$ cat src/rtl/shadow_unloader.sv
// shadow_unloader
//   Far-end controller for a shadow capture chain. On start it pulses a
//   one-cycle capture, waits for the chain's ready pulse, then enables the
//   dump and deserialises the MSB-first bit stream into WORD_WIDTH-bit words
//   presented on a valid/ready port. A trailing partial word is
//   left-justified. last marks the final word of an unload.
//
//   Optional build macro: SHADOW_UNLOADER_TIMEOUT_EN
//     defined   -> WAIT_RDY gives up after READY_TIMEOUT cycles (err=1, IDLE)
//     undefined -> WAIT_RDY waits forever, no timeout counter
//
// Ports
//   clk         system clock (also clocks the chain while dumping)
//   rst         asynchronous reset, active low
//   start       request capture + unload (honoured in IDLE only)
//   c_en        capture enable to chain (one cycle)
//   d_en        dump enable to chain (chain shifts one bit per clk while high)
//   s_in        serial data from chain, MSB first
//   s_ready     chain data-ready pulse
//   s_done      chain dump-done flag, checked after the unload
//   word        assembled output word
//   word_valid  word is valid
//   word_ready  consumer accepts word
//   busy        controller not in IDLE
//   last        final word of the unload (qualified by word_valid)
//   err         sticky error, cleared by the next accepted start
//
// state     | meaning
// ----------+---------------------------------------------------------
// IDLE      | waiting for start
// CAPTURE   | c_en high for one cycle
// WAIT_RDY  | waiting for s_ready (optionally with timeout)
// SHIFT     | d_en high while assembly register has room, sampling s_in
// FLUSH     | push trailing / held word, wait for output slot to drain
// CHECK     | flag err if the chain did not report dump-done

module shadow_unloader #(
  parameter int CHAIN_LEN     = 32,
  parameter int WORD_WIDTH    = 8,
  parameter int COUNT_WIDTH   = 16,
  parameter int READY_TIMEOUT = 255
) (
  input  logic                  clk,
  input  logic                  rst,
  input  logic                  start,
  output logic                  c_en,
  output logic                  d_en,
  input  logic                  s_in,
  input  logic                  s_ready,
  input  logic                  s_done,
  output logic [WORD_WIDTH-1:0] word,
  output logic                  word_valid,
  input  logic                  word_ready,
  output logic                  busy,
  output logic                  last,
  output logic                  err
);

  typedef enum logic [2:0] {
    S_IDLE, S_CAPTURE, S_WAIT_RDY, S_SHIFT, S_FLUSH, S_CHECK
  } state_t;

  localparam int                     FILL_W    = $clog2(WORD_WIDTH + 1);
  localparam logic [FILL_W-1:0]      FILL_FULL = FILL_W'(WORD_WIDTH);
  localparam logic [COUNT_WIDTH-1:0] LAST_BIT  = COUNT_WIDTH'(CHAIN_LEN - 1);

  if (CHAIN_LEN < 1 || WORD_WIDTH < 1 || WORD_WIDTH > CHAIN_LEN ||
      (64'd1 << COUNT_WIDTH) <= 64'(CHAIN_LEN) || READY_TIMEOUT < 1) begin : g_param_chk
    $error("shadow_unloader: illegal parameter combination");
  end

  state_t                  state, state_nx;
  logic [COUNT_WIDTH-1:0]  bit_cnt;
  logic [FILL_W-1:0]       fill;
  logic [WORD_WIDTH-1:0]   asm_reg;
  logic [WORD_WIDTH-1:0]   asm_nx;
  logic                    slot_free;
  logic                    last_sample;
  logic                    tmo_hit;

  assign slot_free   = !word_valid || word_ready;
  assign asm_nx      = (asm_reg << 1) | WORD_WIDTH'(s_in);
  assign last_sample = d_en && (bit_cnt == LAST_BIT);

`ifdef SHADOW_UNLOADER_TIMEOUT_EN
  logic [COUNT_WIDTH-1:0] tmo_cnt;

  // WAIT_RDY is only entered from CAPTURE, so clearing there restarts the count on entry.
  always_ff @(posedge clk or negedge rst) begin
    if (!rst)                    tmo_cnt <= '0;
    else if (state == S_CAPTURE) tmo_cnt <= '0;
    else if (state == S_WAIT_RDY) tmo_cnt <= tmo_cnt + 1'b1;
  end

  assign tmo_hit = (state == S_WAIT_RDY) && !s_ready &&
                   (tmo_cnt == COUNT_WIDTH'(READY_TIMEOUT - 1));
`else
  assign tmo_hit = 1'b0;
`endif

  always_ff @(posedge clk or negedge rst) begin
    if (!rst) state <= S_IDLE;
    else      state <= state_nx;
  end

  always_comb begin
    state_nx = state;
    case (state)
      S_IDLE:     if (start) state_nx = S_CAPTURE;
      S_CAPTURE:  state_nx = S_WAIT_RDY;
      S_WAIT_RDY: if (s_ready) state_nx = S_SHIFT;
                  else if (tmo_hit) state_nx = S_IDLE;
      S_SHIFT:    if (last_sample) state_nx = S_FLUSH;
      S_FLUSH:    if (fill == '0 && !word_valid) state_nx = S_CHECK;
      S_CHECK:    state_nx = S_IDLE;
      default:    state_nx = S_IDLE;
    endcase
  end

  // d_en depends only on registered state: a full assembly register means the
  // slot was occupied when the word completed, so the dump pauses one cycle
  // while the held word moves out.
  always_comb begin
    c_en = (state == S_CAPTURE);
    d_en = (state == S_SHIFT) && (fill != FILL_FULL);
    busy = (state != S_IDLE);
  end

  always_ff @(posedge clk or negedge rst) begin
    if (!rst) begin
      bit_cnt    <= '0;
      fill       <= '0;
      asm_reg    <= '0;
      word       <= '0;
      word_valid <= 1'b0;
      last       <= 1'b0;
      err        <= 1'b0;
    end else begin
      if (word_valid && word_ready) begin
        word_valid <= 1'b0;
        last       <= 1'b0;
      end
      case (state)
        S_IDLE: if (start) err <= 1'b0;
        S_CAPTURE: begin
          bit_cnt <= '0;
          fill    <= '0;
          asm_reg <= '0;
        end
        S_WAIT_RDY: if (tmo_hit) err <= 1'b1;
        S_SHIFT: begin
          if (d_en) begin
            bit_cnt <= bit_cnt + 1'b1;
            // completing bit goes straight to the slot when possible, so a
            // free-running consumer never stalls the dump
            if ((fill + 1'b1 == FILL_FULL) && slot_free) begin
              word       <= asm_nx;
              word_valid <= 1'b1;
              last       <= last_sample;
              fill       <= '0;
              asm_reg    <= '0;
            end else begin
              asm_reg <= asm_nx;
              fill    <= fill + 1'b1;
            end
          end else if (slot_free) begin
            word       <= asm_reg;
            word_valid <= 1'b1;
            last       <= 1'b0;
            fill       <= '0;
            asm_reg    <= '0;
          end
        end
        S_FLUSH: begin
          // covers both a trailing partial word and a held final full word
          if (fill != '0 && slot_free) begin
            word       <= asm_reg << (FILL_FULL - fill);
            word_valid <= 1'b1;
            last       <= 1'b1;
            fill       <= '0;
            asm_reg    <= '0;
          end
        end
        S_CHECK: if (!s_done) err <= 1'b1;
        default: ;
      endcase
    end
  end

endmodule

$ cat config.mk
export PLATFORM = sky130hd
export DESIGN_NAME = shadow_unloader
export DESIGN_NICKNAME = d
export VERILOG_FILES = /design/src/rtl/shadow_unloader.sv
export SDC_FILE = /design/constraint.sdc
export NUM_CORES = 1
export LEC_CHECK = 0
export CAP_MARGIN = 20
export CORE_MARGIN = 3
export CORE_UTILIZATION = 52
export DETAILED_ROUTE_END_ITERATION = 7
export PLACE_DENSITY = 0.78
export SETUP_SLACK_MARGIN = 0.3
export SKIP_CTS_REPAIR_TIMING = 1
export SYNTH_ARGS = -nofsm -noshare
export SYNTH_HDL_FRONTEND = slang
export SYNTH_SLANG_ARGS = --single-unit
$ cat constraint.sdc
create_clock -name clk -period 2.4 [get_ports clk]
set_input_delay 0.72 -clock clk [delete_from_list [all_inputs] [get_ports clk]]
set_output_delay 0.72 -clock clk [all_outputs]
set_load 0.005 [all_outputs]
==> results of run 1 <==
## cell families (layout without fill, tap and decap cells)
| group | after synthesis | in the layout | synth area share (%) |
|---|---|---|---|
| xor+xnor | 16 | 16 | 5.975 |
| buf+inv | 19 | 49 | 5.062 |
| compound gates | 47 | 47 | 14.53 |
| flops | 42 | 42 | 42.53 |
| mux | 21 | 21 | 10.53 |
| fa+ha+maj | 3 | 3 | 1.519 |
| simple gates | 92 | 92 | 19.85 |
## worst paths after layout
check	startpoint	to	slack (ns)	depth (start not counted)
max	fill[0]	d_en	0.17	6
min	rst	err	0.48	2
max reg2reg	fill[1]	word[7]	0.38	6
min reg2reg	word[0]	word[0]	0.49	2
max in group asynchronous	rst	state[2]	1.54	2
min in group clk	word[0]	word[0]	0.49	2
## final cells by class
class	count	share of cell area, %
clock buffer	6	2.856
tap	52	2.250
timing repair buffer	36	11.16
sequential	42	36.43
multi-input combinational	179	46.13
inverter	5	0.7356
clock inverter	2	0.4327
## critical path, delay by kind of cell, from the launching register on
kind                       cells  cell delay [ns]
DFF                            1             0.39
buffers and inverters          3             0.23
adders and majority gates      1             0.17
and+or+nand+nor                2             0.43
## cells in the final DEF, fill, tap and decap left out, drive strengths merged, types with 8 or more instances in the layout
master         Yosys  routed
a22o              11      11
buf               11      17
clkdlybuf4s50      0      16
dfrtp             42      42
mux2i             14      14
nand2             16      16
nand3              8       8
nor2              26      26
nor3               8       8
o21ai             12      12
xor2              12      12
## layer usage
| layer | vias to the layer above | share of wire, % | wire [microns] | global-route usage [%] |
|---|---|---|---|---|
| li1 | 919 | - | - | - |
| met1 | 932 | 46 | 2322 | 26.47 |
| met2 | 42 | 49 | 2444 | 31.72 |
| met3 | 9 | 3.5 | 174 | 4.539 |
| met4 | 0 | 1.8 | 89 | 6.917 |
| met5 | - | 0 | 0 | 0 |
## power by group
group          internal [mW]  switching, mW
sequential             0.962          0.245
combinational           1.18           1.10
clock                  0.231          0.247
## metrics by stage
stage,instance area (sq um),std cells
6_report,2892,322
5_1_grt,2892,322
3_5_place_dp,2760,314
3_3_place_gp,2760,314
4_1_cts,2855,322
2_1_floorplan,2497,240
==> impl_metrics.xml, run 1 <==
<?xml version="1.0" encoding="UTF-8"?>
<metrics>
  <group name="outcome">
    <metric name="status" unit="">finished, final reports clean</metric>
  </group>
  <group name="drt">
    <metric name="wirelength" unit="mm">5.031</metric>
    <metric name="detailroute.via_count" unit="">1902</metric>
    <metric name="postRouteAntennaNets" unit="">0</metric>
    <metric name="drcViolationCount" unit="">0</metric>
    <metric name="dr.first_iter.drc_count" unit="">140</metric>
    <metric name="drt_pass1_iterations" unit="">4</metric>
    <metric name="wl_per_cell" unit="microns">15.62</metric>
    <metric name="avgViaCountPerCell" unit="">5.907</metric>
  </group>
  <group name="run">
    <metric name="drv_cap" unit="">0</metric>
  </group>
  <group name="sta">
    <metric name="grt_setup_unrepaired" unit="">yes</metric>
    <metric name="setup_tns_after_final_layout" unit="ns">0</metric>
    <metric name="finalHoldViolations" unit="">0</metric>
    <metric name="final.setup.worst_slack" unit="ns">0.1719</metric>
    <metric name="max_freq" unit="GHz">0.4488</metric>
    <metric name="number_of_setup_violations_in_the_final_report" unit="">0</metric>
    <metric name="final-max-slew-violation-count" unit="">0</metric>
    <metric name="period_needed" unit="ns">2.228</metric>
    <metric name="final_hold_slack" unit="ns">0.4776</metric>
    <metric name="final_min_period_over_clock_period" unit="%">92.84</metric>
    <metric name="worst_clock_skew" unit="ns">0.009951</metric>
    <metric name="worstMarginPinSlew" unit="ns">0.5452</metric>
    <metric name="maxSlewHeadroom" unit="%">63.37</metric>
  </group>
  <group name="yosys">
    <metric name="synth_top_area_cell" unit="">dfrtp_1</metric>
    <metric name="avgSynthCellArea" unit="sq um">10.30</metric>
    <metric name="post_synth_instance_area" unit="sq um">2471</metric>
    <metric name="synth.top_cells.by_area" unit="">dfrtp_1 (43%), mux2i_1 (5.7%), nor2_1 (3.9%)</metric>
    <metric name="most_instantiated_library_cell_after_synthesis" unit="">dfrtp_1</metric>
    <metric name="synth_cells" unit="">240</metric>
    <metric name="synth_top_area_share" unit="%">42.53</metric>
    <metric name="top_reg_cell_synth" unit="">dfrtp_1</metric>
    <metric name="unique_cell_type_count_in_the_yosys_netlist" unit="">57</metric>
    <metric name="synth_async_sr_flop_share" unit="%">100.0</metric>
    <metric name="synth.yosys.warnings" unit="">0</metric>
    <metric name="syn-num-nets" unit="">250</metric>
    <metric name="synth_edf_count" unit="">0</metric>
    <metric name="seq_cells_post_synth" unit="">42</metric>
    <metric name="synth_sequential_area_ratio" unit="%">42.53</metric>
    <metric name="synth.cells.most_frequent" unit="">dfrtp_1 (42), nor2_1 (26), nand2_1 (16)</metric>
  </group>
  <group name="floorplan">
    <metric name="num_io_pins" unit="">21</metric>
    <metric name="std_cell_rows" unit="">24</metric>
    <metric name="effective_utilization_at_floorplan" unit="%">55.23</metric>
    <metric name="core_region" unit="sq um">4474</metric>
    <metric name="die_area" unit="sq um">5615</metric>
    <metric name="fp.dieH" unit="microns">74.94</metric>
    <metric name="fp.dieW" unit="microns">74.94</metric>
  </group>
  <group name="layout">
    <metric name="diodes" unit="">0</metric>
    <metric name="area_used_by_multi_input_combinational_logic" unit="sq um">1334</metric>
    <metric name="finalNetCount" unit="">279</metric>
    <metric name="fillCellCount" unit="">360</metric>
    <metric name="seqCellArea" unit="sq um">1054</metric>
    <metric name="drive_above_1_share" unit="%">19.26</metric>
    <metric name="largest_register_ff_count" unit="">16</metric>
    <metric name="post-route-util" unit="%">64.63</metric>
    <metric name="area_delta_synth_final" unit="%">17.01</metric>
  </group>
  <group name="clock_network">
    <metric name="tritoncts.num_buffers" unit="">5</metric>
    <metric name="clkSinkCount" unit="">42</metric>
    <metric name="level_count_of_the_clock_h_tree" unit="">2</metric>
    <metric name="worstSkewPairLatency" unit="ns">0.30</metric>
    <metric name="cts-root-to-sink-buffers" unit="">2</metric>
    <metric name="tritoncts" unit="">built</metric>
    <metric name="clk_transition_reported_paths" unit="ns">0.08</metric>
    <metric name="cts.root.buffer_cell" unit="">clkbuf_8</metric>
  </group>
  <group name="pwr">
    <metric name="irDropWorstVdd" unit="mV">0.9056</metric>
    <metric name="power.density" unit="nW/um^2">1373</metric>
    <metric name="total_leakage_power" unit="nW">1.305</metric>
    <metric name="power" unit="mW">3.970</metric>
  </group>
  <group name="place">
    <metric name="gp_congestion" unit="">0.8472</metric>
    <metric name="place_worst_setup_slack" unit="ns">-0.1558</metric>
    <metric name="dp_hpwl" unit="mm">3.499</metric>
    <metric name="port_buffers" unit="">20</metric>
  </group>
  <group name="worst_hold_path">
    <metric name="min-delay-path-class" unit="">input pin to asynchronous set/reset pin</metric>
  </group>
  <group name="setup_path">
    <metric name="path_max_fanout" unit="">4</metric>
    <metric name="launching_element_type_of_the_critical_path" unit="">flop</metric>
    <metric name="worstPathCellList" unit="">inv_4 -&gt; ha_4 -&gt; and3b_1 -&gt; or2_4 -&gt; inv_2 -&gt; dlymetal6s2s_1</metric>
    <metric name="max_stage_delay" unit="ns">0.39</metric>
    <metric name="crit_type" unit="">flop to output pin</metric>
    <metric name="endpoint_type_of_the_worst_setup_path" unit="">output pin</metric>
    <metric name="cp_data_arrival_time" unit="ns">1.51</metric>
    <metric name="data_required_time_at_the_worst_endpoint" unit="ns">1.68</metric>
    <metric name="critical_path.slowest_cell" unit="">dfrtp_1</metric>
  </group>
  <group name="global_routing">
    <metric name="grt_first_pass_wirelength" unit="mm">8.480</metric>
    <metric name="globalRouteOverflowTotal" unit="">0</metric>
    <metric name="via_count_of_the_first_global_routing_pass" unit="">1843</metric>
    <metric name="grt_usage" unit="%">19.82</metric>
    <metric name="largest_net_degree_at_the_start_of_global_routing" unit="">43</metric>
    <metric name="antenna_found_initial" unit="">0</metric>
  </group>
</metrics>
(Power assumes the default switching activity.)
==> inputs of run 2 (changes only) <==
ABC_CLOCK_PERIOD_IN_PS = 2400   (was default)
==> results of run 2 <==
Final layout, timing and power as in run 1 (identical DEF).
